[config.mk]
export PLATFORM = sky130hd
export DESIGN_NAME = pc_next_int_ctrl
export DESIGN_NICKNAME = d
export VERILOG_FILES = /design/src/rtl/pc_int_pkg.sv /design/src/rtl/int_req_sync.sv /design/src/rtl/pc_next_int_ctrl.sv
export SDC_FILE = /design/constraint.sdc
export NUM_CORES = 1
export LEC_CHECK = 0
export BUFFER_PORTS_ARGS = -buffer_cell sky130_fd_sc_hd__buf_2
export CAP_MARGIN = 20
export CORE_MARGIN = 3
export CORE_UTILIZATION = 39
export DETAILED_ROUTE_END_ITERATION = 10
export GPL_TIMING_DRIVEN = 0
export PLACE_DENSITY = 0.7
export SLEW_MARGIN = 20
export SYNTH_ARGS = -nofsm -noshare
export SYNTH_HDL_FRONTEND = slang
export SYNTH_HIERARCHICAL = 1
export SYNTH_SLANG_ARGS = --single-unit
[constraint.sdc]
create_clock -name clk -period 5.6 [get_ports clk]
set_input_delay 0.84 -clock clk [delete_from_list [all_inputs] [get_ports clk]]
set_output_delay 0.84 -clock clk [all_outputs]
set_load 0.005 [all_outputs]
[src/rtl/pc_int_pkg.sv]
// Shared types and constants for the PC-next / interrupt controller.
//   state_t      : controller FSM state (RUN / TAKE / HANDLER)
//   PC_INCR      : sequential fetch increment
//   DEF_INT_VEC  : default interrupt handler entry address
//   DEF_RESET_PC : default epc value after reset
package pc_int_pkg;

  typedef enum logic [1:0] {
    RUN     = 2'd0,
    TAKE    = 2'd1,
    HANDLER = 2'd2
  } state_t;

  localparam logic [31:0] PC_INCR      = 32'd4;
  localparam logic [31:0] DEF_INT_VEC  = 32'h0000_0004;
  localparam logic [31:0] DEF_RESET_PC = 32'h0000_0000;

endpackage

[src/rtl/int_req_sync.sv]
// Interrupt request front end: optional two-flop synchronizer, rising-edge
// detect and a sticky pending flag.
// Build option: define INT_SYNC_EN to insert the two-flop synchronizer
// (adds two cycles of request latency).
// Ports:
//   clk, reset : clock, synchronous active-high reset
//   int_req    : raw level interrupt request
//   take       : interrupt is being taken this cycle (clears pending)
//   pending    : registered pending-request flag
module int_req_sync (
  input  logic clk,
  input  logic reset,
  input  logic int_req,
  input  logic take,
  output logic pending
);

  logic edge_src;
  logic edge_hist;
  logic rise;

`ifdef INT_SYNC_EN
  logic sync1;
  logic sync2;

  always_ff @(posedge clk) begin
    if (reset) begin
      sync1 <= 1'b0;
      sync2 <= 1'b0;
    end else begin
      sync1 <= int_req;
      sync2 <= sync1;
    end
  end

  assign edge_src = sync2;
`else
  assign edge_src = int_req;
`endif

  always_ff @(posedge clk) begin
    if (reset) begin
      edge_hist <= 1'b0;
    end else begin
      edge_hist <= edge_src;
    end
  end

  assign rise = edge_src & ~edge_hist;

  // A fresh edge in the same cycle as a take is a new request and survives.
  always_ff @(posedge clk) begin
    if (reset) begin
      pending <= 1'b0;
    end else begin
      pending <= (pending & ~take) | rise;
    end
  end

endmodule

[src/rtl/pc_next_int_ctrl.sv]
// Next-PC selection with a single-level external interrupt controller.
// Build option: INT_SYNC_EN (two-flop synchronizer on INT, see int_req_sync).
// Parameters:
//   INT_VECTOR : handler entry address
//   RESET_PC   : epc value after reset
// Ports:
//   clk, reset     : clock, synchronous active-high reset
//   INT            : level interrupt request (rising edge = one request)
//   RFE            : return-from-exception decoded this cycle
//   stall          : pipeline hold
//   pc             : current PC
//   branch_taken   : branch resolved taken, with branch_target
//   jump           : unconditional jump, with jump_target
//   pc_next        : combinational next PC
//   epc            : saved return address
//   int_ack        : one-cycle pulse when an interrupt is taken
//   int_en         : high while in RUN
module pc_next_int_ctrl
  import pc_int_pkg::*;
#(
  parameter logic [31:0] INT_VECTOR = DEF_INT_VEC,
  parameter logic [31:0] RESET_PC   = DEF_RESET_PC
) (
  input  logic        clk,
  input  logic        reset,
  input  logic        INT,
  input  logic        RFE,
  input  logic        stall,
  input  logic [31:0] pc,
  input  logic        branch_taken,
  input  logic [31:0] branch_target,
  input  logic        jump,
  input  logic [31:0] jump_target,
  output logic [31:0] pc_next,
  output logic [31:0] epc,
  output logic        int_ack,
  output logic        int_en
);

  state_t      state;
  state_t      state_nxt;
  logic        pending;
  logic        take;
  logic [31:0] pc_normal;

  int_req_sync u_req (
    .clk     (clk),
    .reset   (reset),
    .int_req (INT),
    .take    (take),
    .pending (pending)
  );

  always_comb begin
    if (jump) begin
      pc_normal = jump_target;
    end else if (branch_taken) begin
      pc_normal = branch_target;
    end else begin
      pc_normal = pc + PC_INCR;
    end
  end

  always_comb begin
    state_nxt = state;
    pc_next   = pc_normal;
    take      = 1'b0;
    if (stall) begin
      pc_next = pc;
    end else begin
      unique case (state)
        RUN: begin
          if (pending) begin
            pc_next   = INT_VECTOR;
            take      = 1'b1;
            state_nxt = TAKE;
          end
        end
        TAKE: begin
          state_nxt = HANDLER;
        end
        HANDLER: begin
          if (RFE) begin
            pc_next   = epc;
            state_nxt = RUN;
          end
        end
        default: begin
          state_nxt = RUN;
        end
      endcase
    end
  end

  always_ff @(posedge clk) begin
    if (reset) begin
      state   <= RUN;
      epc     <= RESET_PC;
      int_ack <= 1'b0;
    end else begin
      state   <= state_nxt;
      int_ack <= take;
      if (take) begin
        epc <= pc_normal;
      end
    end
  end

  assign int_en = (state == RUN);

endmodule

==> reports/results.ini, run 1 <==
[min_path]
hold_path_depth=2
hold_path_class=flip-flop to flip-flop

[finish]
antennaDiodeCount=0
drive_gt1_share_pct=28.9
layout.nets=760
syn2layout_area_growth_pct=31.7

[synth]
synthCells=482
number_of_enable_type_register_cells_in_the_synthesized_netlist=0
ys_warn_count=6
syn_area_mm2=0.00332
synth.top_cells.by_count=58 x sky130_fd_sc_hd__a21oi_1, 54 x sky130_fd_sc_hd__nor2_1, 49 x sky130_fd_sc_hd__nand2_1
syn_avg_cell_area_um2=6.89
netlist.top_cell.by_area=sky130_fd_sc_hd__dfxtp_1
post_synth_main_area_contributors=sky130_fd_sc_hd__dfxtp_1 22%, sky130_fd_sc_hd__a21oi_1 8.7%, sky130_fd_sc_hd__nor2_1 6.1%
fraction_of_synthesized_cell_area_taken_by_the_top_area_cell_type_pct=22.3
sequential_share_of_the_synthesized_area_pct=22.3
netlist-cell-type-count=52
ys_async_sr_fraction_pct=0
synth.net_count=586
most_frequently_used_flop_master_after_synthesis=sky130_fd_sc_hd__dfxtp_1
synth-seq-cells=37
post-synth-top-count-cell=sky130_fd_sc_hd__a21oi_1

[pwr]
swShare_pct=38.7
ir_drop_mv=0.0881
net-switching-power_uw=308
power.combinational.fraction_pct=37.5
power.internal_uw=488
clock_power_share_pct=25.5
p_per_area_mw_per_mm2=182
flop_pwr_share_pct=37.0
leakagePower_nw=1.91

[setup_path]
critical_path.most_common_cell=sky130_fd_sc_hd__buf_2
cp.arrival_ps=3210
crit_path_cell_trace=buf_2, nand4_4, or4_4, buf_6, or4_1, a21oi_1, a211oi_1, o31ai_1, buf_2
worst_r2r_endpoint=epc[28]
r2r_slack_ps=2720
critical_path.startpoint=pc[6]
timing.critical_path.depth=9
max_stage_delay_ps=550
setup.worst_path.end=pc_next[26]
worst-path-max-fanout=10
r2r_cells=9
cp_data_required_time_ps=4760
crit_path_start_kind=primary input
timing.critical_path.buf_inv=3
critical_path_s_slowest_cell=sky130_fd_sc_hd__or4_4
reg_to_reg_critical_path_startpoint=state[1]
family_of_cells_with_the_greatest_summed_delay_on_the_critical_path=simple AND/OR/NAND/NOR gates
critPathCaptureType=output pin
setup.worst_path.class=primary input to output pin

[floorplanning]
die_area_mm2=0.00966
floorplan_core_area_mm2=0.00826
horiz_die_dim_um=98.3
io-pin-count=169
initial_utilization_pct=40.2
placementRows=33
die_h_um=98.3

[drt]
drt-met1-wl_mm=6.04
number_of_vias_after_detailed_routing=4674
antenna_left=0
drc_violations_left=0
drt_wl_total_mm=15.6
first_iter_violations=436
dr.pass1.iters=5
met3_wirelength_mm=1.99
detail_route.wl_per_cell_um=20.4
detail_route.vias_per_cell=6.13
highest_layer=met4
wl_met2_mm=7.02

[cts]
clk_transition_reported_paths_ps=80
cts_hold_buf=0
tritoncts.num_buffers=5
clock_tree.buffer_depth=2
tritoncts_num_sinks=37
later_pin_clock_latency_in_the_skew_report_ps=310
cts-resized-gates=0
cts_htree_levels=2
clock_tree.root_cell=sky130_fd_sc_hd__clkbuf_8
tritoncts=yes
postCtsSetupBuffers=0

[timing]
fin_crit_ps=4050
report.final.slew_viol_count=0
slew_headroom_pct=21.5
worst_slack_ps=1550
timing.fmax_ghz=0.247
finClkSkew_ps=12.9
final_setup_violations=0
tightestPinTransition_ps=1180
timing.setup.tns_ps=0
rsz_0062_raised_after_global_routing=false
timing.final.hold_violations=0
final.period_utilization_pct=72.3

[run_status]
outcome=completed

[global_routing]
grt.total_usage_pct=30.8
grt_antenna_before_repair=0
grt_pass1_wl_mm=23.8
grt_max_degree=13
vias_in_the_first_global_route=4572
grt.overflow.total=0

[place]
port_buffers=167
preCtsSetupSlack_ps=1610
dp_hpwl_mm=11.8
place.gp.congestion=0.968

[job]
cap_violations=0

-- metrics by stage --
step	total power [mW]	cells	area (µm²)	hold slack [ps]	utilization [%]
6_report	0.796	762	4380	483	53.0
5_1_grt	0.832	762	4380	506	53.0
4_1_cts	0.786	762	4380	483	53.0
3_5_place_dp	0.591	754	4290	470	51.9
3_3_place_gp	0.587	754	4290	458	51.9
2_1_floorplan	0.450	482	3320	461	-
-- flip-flops by register name, indices dropped and copies added (netlist names) --
name,flops
u_req/pending,1
int_ack,1
state,2
u_req/edge_hist,1
epc,32
-- worst min-delay path by stage --
stage / from / endpoint / slack (ps)
floorplan: epc[14] / epc[14] / 460
global placement: epc[8] / epc[8] / 460
detailed placement: epc[14] / epc[14] / 470
CTS: epc[14] / epc[14] / 480
global route: epc[8] / epc[8] / 510
finish: epc[14] / epc[14] / 480
-- per-layer routing --
metal  global-route usage (%)  vias up
met2                     49.7      345
met3                     7.00       41
met1                     39.3     2147
li1                         -     2141
met4                     13.2        0
met5                        0        -
-- worst reg2reg max path, cell delays in order (launching register included) --
cell and delay (ps):
sky130_fd_sc_hd__dfxtp_1 360, sky130_fd_sc_hd__nand2b_1 150, sky130_fd_sc_hd__clkbuf_1 180, sky130_fd_sc_hd__a21o_1 320, sky130_fd_sc_hd__or3_1 350, sky130_fd_sc_hd__clkbuf_1 250, sky130_fd_sc_hd__inv_1 210, sky130_fd_sc_hd__clkbuf_1 590
sky130_fd_sc_hd__o21ai_0 210, sky130_fd_sc_hd__a21oi_1 200
-- cells by family after synthesis --
| logic type | after synthesis | synth area share [%] |
|---|---|---|
| mux | 11 | 3.50 |
| compound gates | 167 | 33.3 |
| buf+inv | 59 | 7.19 |
| xor+xnor | 18 | 4.75 |
| flops | 37 | 22.3 |
| fa+ha+maj | 1 | 0.377 |
| simple gates | 189 | 28.6 |
-- area by class of cell --
type,instances,area [µm²]
Timing Repair Buffer,167,836
Clock buffer,5,68.8
Multi-Input combinational cell,386,2340
Buffer,42,175
Inverter,17,63.8
Sequential cell,37,741
Tap cell,105,131
Clock inverter,3,17.5
Fill cell,909,3880
-- placed cells by master, fill, tap and decap left out, types with 11 or more instances in the layout --
cell type and instances:
sky130_fd_sc_hd__a211oi_1 22, sky130_fd_sc_hd__a21oi_1 58, sky130_fd_sc_hd__a221oi_1 11, sky130_fd_sc_hd__buf_2 169
sky130_fd_sc_hd__clkbuf_1 34, sky130_fd_sc_hd__dfxtp_1 37, sky130_fd_sc_hd__inv_1 16, sky130_fd_sc_hd__nand2_1 49
sky130_fd_sc_hd__nand3_1 12, sky130_fd_sc_hd__nor2_1 54, sky130_fd_sc_hd__nor3_1 21, sky130_fd_sc_hd__o21ai_0 20
sky130_fd_sc_hd__o31ai_1 14, sky130_fd_sc_hd__xnor2_1 12
-- power by group through the flow --
stage                     logic (mW)  clock network (mW)  registers [mW]
after floorplan                0.151                   0           0.299
after global routing           0.324               0.211           0.297
after global placement         0.287                   0           0.300
final                          0.298               0.203           0.295
after detailed placement       0.291                   0           0.300
after CTS                      0.292               0.200           0.294
Power figures use the tool's default switching activity.
==> run 2, diff against run 1 <==
Settings changed: ABC_AREA set to 1.
Clock period 5.6 ns to 3.5 ns, I/O delays scaled along.
==> run 2 against run 1 <==
Combinational power increased by 86%. Synthesized area increased by 17%. Clock skew decreased by 4.3 ps. Register-to-register slack got worse by 920 ps. Count of clock-buffer cells in the layout increased by 1. Routed wire length increased by 13%. Critical path depth increased by 3. First-iteration DRC count increased by 32%. Highest routed layer unchanged.
==> reports/results.ini, run 2 <==
[cts]
cts-resized-gates=0  ; unchanged
tritoncts=yes
tritoncts.num_buffers=5  ; unchanged
later_pin_clock_latency_in_the_skew_report_ps=300  ; about the same
cts_hold_buf=0  ; unchanged
clk_transition_reported_paths_ps=80  ; about the same
clock_tree.root_cell=sky130_fd_sc_hd__clkbuf_8
postCtsSetupBuffers=0  ; unchanged
cts_htree_levels=2  ; unchanged
clock_tree.buffer_depth=2  ; unchanged
tritoncts_num_sinks=37  ; unchanged

[synth]
synthCells=714  ; +48%
syn_area_mm2=0.00389  ; +17%
synth.top_cells.by_count=209 x sky130_fd_sc_hd__nand2_1, 80 x sky130_fd_sc_hd__nor2_1, 69 x sky130_fd_sc_hd__a21oi_1
most_frequently_used_flop_master_after_synthesis=sky130_fd_sc_hd__dfxtp_1
syn_avg_cell_area_um2=5.45  ; -21%
synth-seq-cells=37  ; unchanged
fraction_of_synthesized_cell_area_taken_by_the_top_area_cell_type_pct=20.2  ; -2.1 points
netlist-cell-type-count=36  ; -31%
number_of_enable_type_register_cells_in_the_synthesized_netlist=0  ; unchanged
ys_async_sr_fraction_pct=0  ; unchanged
post-synth-top-count-cell=sky130_fd_sc_hd__nand2_1
post_synth_main_area_contributors=sky130_fd_sc_hd__nand2_1 20%, sky130_fd_sc_hd__dfxtp_1 19%, sky130_fd_sc_hd__a21oi_1 8.9%
ys_warn_count=6  ; unchanged
synth.net_count=818  ; +40%
sequential_share_of_the_synthesized_area_pct=19.0  ; -3.3 points
netlist.top_cell.by_area=sky130_fd_sc_hd__nand2_1

[timing]
whs_ps=411  ; -71.8 ps
tightestPinTransition_ps=750  ; -428 ps
timing.fmax_ghz=0.353
final_setup_violations=0  ; unchanged
rsz_0062_raised_after_global_routing=false
finClkSkew_ps=8.62  ; -4.30 ps
report.final.slew_viol_count=0  ; unchanged
fin_crit_ps=2830
final.period_utilization_pct=81.0
slew_headroom_pct=50.0  ; +29 points
timing.final.hold_violations=0  ; unchanged
timing.setup.tns_ps=0  ; unchanged

[drt]
drc_violations_left=0  ; unchanged
dr.pass1.iters=6  ; +1
drt_wl_total_mm=17.5  ; +13%
number_of_vias_after_detailed_routing=5508  ; +18%
detail_route.vias_per_cell=5.42  ; -12%
detail_route.wl_per_cell_um=17.2  ; -16%
antenna_left=0  ; unchanged
first_iter_violations=576  ; +32%

[floorplanning]
die_h_um=106  ; +7.7%
horiz_die_dim_um=106  ; +7.7%
placementRows=35  ; +6.1%
io-pin-count=169  ; unchanged
floorplan_core_area_mm2=0.00946  ; +15%
initial_utilization_pct=41.1  ; +0.91 points
die_area_mm2=0.0112  ; +16%

[global_routing]
vias_in_the_first_global_route=4964  ; +8.6%
grt_util_met2_pct=46.6  ; -3.1 points
grt_pass1_wl_mm=26.4  ; +11%
grt.total_usage_pct=30.3  ; -0.47 points
grt.met3_usage_pct=6.12  ; -0.88 points
grt.overflow.total=0  ; unchanged
grt_use_met1_pct=41.5  ; +2.3 points
grt_max_degree=12  ; -1
grt_antenna_before_repair=0  ; unchanged
grt_busiest_layer=met2

[min_path]
timing.hold.worst.start=reset
hold_path_class=primary input to flip-flop
holdPathEnd=u_req/edge_hist
hold_path_depth=2  ; unchanged

[setup_path]
setup.worst_path.class=primary input to output pin
worst-path-max-fanout=6  ; -4
worst_r2r_endpoint=epc[16]
critical_path.most_common_cell=sky130_fd_sc_hd__nand2_1
reg_to_reg_critical_path_startpoint=state[1]
crit_path_cell_trace=buf_2, ha_1, nand2_1, nor2_1, nand2_1, o21ai_1, nand3_1, nand2_1, nand2_1, o21ai_1, o21ai_0, buf_2
timing.critical_path.buf_inv=2  ; -1
crit_path_start_kind=primary input
r2r_slack_ps=1800  ; -920 ps
critical_path.startpoint=pc[2]
max_stage_delay_ps=290  ; -260 ps
cp_data_required_time_ps=2970  ; -1790 ps
family_of_cells_with_the_greatest_summed_delay_on_the_critical_path=simple AND/OR/NAND/NOR gates
r2r_cells=9  ; unchanged
cp.arrival_ps=2310  ; -900 ps
critPathCaptureType=output pin
critical_path_s_slowest_cell=sky130_fd_sc_hd__ha_1

[place]
place.gp.congestion=0.983  ; +1.6%
dp_hpwl_mm=13.8  ; +17%
placedCellCount=1009  ; +34%
port_buffers=166  ; -0.60%

[finish]
layout.nets=991  ; +30%
largest_register_ffs=32  ; unchanged
final_cells=1016  ; +33%
biggestRegsByFlops=epc x32, state x2
syn2layout_area_growth_pct=27.6
antennaDiodeCount=0  ; unchanged
largest-register=epc
final_cell_mix=209 x sky130_fd_sc_hd__nand2_1, 178 x sky130_fd_sc_hd__buf_2, 80 x sky130_fd_sc_hd__nor2_1, 69 x sky130_fd_sc_hd__a21oi_1, 67 x sky130_fd_sc_hd__inv_1
drive_gt1_share_pct=26.9  ; -2.0 points
commonest_non_fill_non_tap_cell_in_the_layout=sky130_fd_sc_hd__nand2_1

[pwr]
fin_total_pwr_mw=1.35  ; +69%
leakagePower_nw=2.58  ; +35%
p_per_area_mw_per_mm2=271  ; +49%
ir_drop_mv=0.182  ; +110%

[job]
cap_violations=0  ; unchanged

[run_status]
outcome=completed

[run 2: area by class of cell]
class,instances,area [µm²]
tap,129,161
sequential,37,741
multi-input combinational,568,2680
clock buffer,6,72.6
buffer,35,193
clock inverter,1,8.76
inverter,74,278
timing repair buffer,166,831
fill,1062,4490
[run 2: layer usage]
| metal | vias up | share of wire, % | wire, µm |
|---|---|---|---|
| met5 | - | 0 | 0 |
| met4 | 0 | 3.6 | 628 |
| met3 | 50 | 13 | 2240 |
| met2 | 383 | 43 | 7540 |
| met1 | 2416 | 41 | 7100 |
| li1 | 2659 | - | - |
[run 2: kinds of logic (layout without fill, tap and decap cells)]
| kind of cell | count (synthesis) | in the layout | share of synthesized area [%] |
|---|---|---|---|
| and+or+nand+nor | 395 | 395 | 44.1 |
| adders and majority gates | 1 | 1 | 0.321 |
| buffers and inverters | 109 | 282 | 12.1 |
| DFF | 37 | 37 | 19.0 |
| xor gates and xnor gates | 5 | 5 | 1.13 |
| AOI/OAI and AO/OA | 167 | 167 | 23.3 |
[run 2: worst max path at each step]
stage | cells after the start | slack, ps | endpoint
floorplan | 8 | 1380 | pc_next[8]
global route | 12 | 470 | pc_next[18]
finish | 12 | 670 | pc_next[18]
CTS | 12 | 710 | pc_next[18]
detailed placement | 12 | 730 | pc_next[18]
global placement | 12 | 720 | pc_next[18]
[run 2: power breakdown]
group,internal (mW),switching (mW)
registers,0.452,0.0266
clock network,0.138,0.174
logic,0.210,0.345
total,0.799,0.546
[run 2: per-stage QoR]
stage | util (%) | worst slack (ps) | instance area (µm²)
after floorplan | - | 1380 | 3890
after global placement | 51.6 | 716 | 4880
after detailed placement | 51.6 | 726 | 4880
after CTS | 52.5 | 711 | 4960
after global routing | 52.5 | 472 | 4960
final | 52.5 | 666 | 4960
==> run 3, diff against run 2 <==
Settings changed: PLACE_DENSITY 0.7 to 0.68.
Clock period 3.5 ns to 2.7 ns, I/O delays scaled along.
==> run 3 against run 2 <==
Power grew 33%. Sequential power grew 30%. Die area is the same. First-iteration DRC count shrank 15%. Core utilization grew 0.19 points.
==> reports/results.ini, run 3 (synthesis gave the netlist of run 2 again) <==
[run_status]
outcome=completed

[timing]
timing.fmax_ghz=0.389
final.period_utilization_pct=95.2
finClkSkew_ps=4.28  ; -4.34 ps
timing.final.hold_violations=0  ; unchanged
report.final.slew_viol_count=0  ; unchanged
timing.setup.tns_ps=0  ; unchanged
final_setup_violations=0  ; unchanged
slew_headroom_pct=46.7  ; -3.3 points
fin_crit_ps=2570
rsz_0062_raised_after_global_routing=false
tightestPinTransition_ps=799  ; +49.6 ps

[cts]
tritoncts.num_buffers=5  ; unchanged
later_pin_clock_latency_in_the_skew_report_ps=310  ; about the same
clk_transition_reported_paths_ps=90  ; about the same
cts_htree_levels=2  ; unchanged
cts_hold_buf=0  ; unchanged
tritoncts=yes
tritoncts_num_sinks=37  ; unchanged
postCtsSetupBuffers=0  ; unchanged
clock_tree.root_cell=sky130_fd_sc_hd__clkbuf_8
cts-resized-gates=0  ; unchanged
clock_tree.buffer_depth=2  ; unchanged

[setup_path]
critPathCaptureType=output pin
worst-path-max-fanout=6  ; unchanged
family_of_cells_with_the_greatest_summed_delay_on_the_critical_path=simple AND/OR/NAND/NOR gates
critical_path.most_common_cell=sky130_fd_sc_hd__nand2_1
cp.arrival_ps=2170  ; -140 ps
max_stage_delay_ps=290  ; about the same
critical_path_s_slowest_cell=sky130_fd_sc_hd__ha_1
crit_path_start_kind=primary input
timing.critical_path.buf_inv=2  ; unchanged
setup.worst_path.class=primary input to output pin
cp_data_required_time_ps=2300  ; -670 ps
crit_path_cell_trace=buf_2, ha_1, nand2_1, nor2_2, nand2_1, o21ai_1, nand3_1, nand2_1, nand2_1, o21ai_1, o21ai_0, buf_2
r2r_slack_ps=1010  ; -790 ps

[floorplanning]
initial_utilization_pct=41.1  ; unchanged
floorplan_core_area_mm2=0.00946  ; unchanged
placementRows=35  ; unchanged
io-pin-count=169  ; unchanged
die_h_um=106  ; unchanged
die_area_mm2=0.0112  ; unchanged
horiz_die_dim_um=106  ; unchanged

[global_routing]
grt_max_degree=14  ; +2
grt_pass1_wl_mm=27.4  ; +3.9%
grt.total_usage_pct=31.9  ; +1.6 points
grt_antenna_before_repair=0  ; unchanged
vias_in_the_first_global_route=5178  ; +4.3%
grt.overflow.total=0  ; unchanged

[finish]
drive_gt1_share_pct=27.5  ; +0.53 points
final_cell_mix=208 x sky130_fd_sc_hd__nand2_1, 178 x sky130_fd_sc_hd__buf_2, 79 x sky130_fd_sc_hd__nor2_1, 69 x sky130_fd_sc_hd__a21oi_1, 67 x sky130_fd_sc_hd__inv_1
largest-register=epc
antennaDiodeCount=0  ; unchanged
biggestRegsByFlops=epc x32, state x2
final_cell_area_mm2=0.00498  ; +0.35%
commonest_non_fill_non_tap_cell_in_the_layout=sky130_fd_sc_hd__nand2_1
syn2layout_area_growth_pct=28.0
layout.nets=991  ; unchanged
final_core_util_pct=52.7  ; +0.19 points
largest_register_ffs=32  ; unchanged
num-fill-cells=1041  ; -2.0%

[min_path]
hold_path_class=primary input to flip-flop

[drt]
highest_layer=met4
number_of_vias_after_detailed_routing=5556  ; +0.87%
first_iter_violations=489  ; -15%
detail_route.vias_per_cell=5.46  ; +0.77%
drt-met1-wl_mm=7.88  ; +11%
detail_route.wl_per_cell_um=18.1  ; +5.2%
drc_violations_left=0  ; unchanged
antenna_left=0  ; unchanged
drt_wl_total_mm=18.4  ; +5.3%
wl_met2_mm=7.84  ; +4.0%
met3_wirelength_mm=2.05  ; -8.5%
dr.pass1.iters=7  ; +1

[job]
cap_violations=0  ; unchanged

[pwr]
leakagePower_nw=2.58  ; about the same
fin_total_pwr_mw=1.79  ; +33%
p_per_area_mw_per_mm2=360  ; +33%
ir_drop_mv=0.190  ; +4.4%

[place]
detailed_place.area_mm2=0.00488  ; unchanged
port_buffers=166  ; unchanged
dp_hpwl_mm=14.6  ; +5.8%
place.gp.congestion=0.980  ; -0.26%

[run 3: changes by cell type in the layout (fill, tap and decap cells not counted), sizes merged]
cell      change
clkbuf        -1
clkinv        -1
clkinvlp      +2
inv           +1
[run 3: area by class of cell]
cell class,instances,area [µm²],area share [%]
multi-input combinational,568,2690,53.9
sequential,37,741,14.9
clock inverter,3,21.3,0.427
clock buffer,5,68.8,1.38
inverter,74,282,5.65
timing repair buffer,166,831,16.7
buffer,35,193,3.87
tap,129,161,3.24
[run 3: where the power goes]
group          switching [mW]  internal (mW)  leakage, nW
Combinational           0.456          0.272         2.23
Clock                   0.260          0.184       0.0445
Sequential             0.0350          0.585        0.303
Total                   0.751           1.04         2.58
[run 3: path summary, 6_finish.rpt]
check / startpoint / to / cells past startpoint
setup / recovery: pc[2] / pc_next[18] / 12
setup reg to reg: state[0] / epc[18] / 9
hold reg to reg: u_req/edge_hist / u_req/pending / 3
hold / removal: INT / u_req/edge_hist / 3
[run 3: per-layer routing]
metal / GRT usage, % / up-vias
li1: - / 2669
met1: 42.6 / 2465
met2: 49.1 / 372
met3: 7.23 / 50
met4: 13.7 / 0
met5: 0 / -
[run 3: tightest hold or removal path: stages]
cell	delay (ps)
sky130_fd_sc_hd__buf_2	100
sky130_fd_sc_hd__inv_1	40
sky130_fd_sc_hd__nor2_1	30
[run 3: metrics by stage]
step / cells / hold slack (ps) / setup WS, ps
detailed placement: 1009 / 473 / 113
global route: 1017 / 320 / 3.36
CTS: 1017 / 313 / 44.7
floorplan: 714 / 450 / 817
finish: 1017 / 308 / 129
global placement: 1009 / 456 / 135
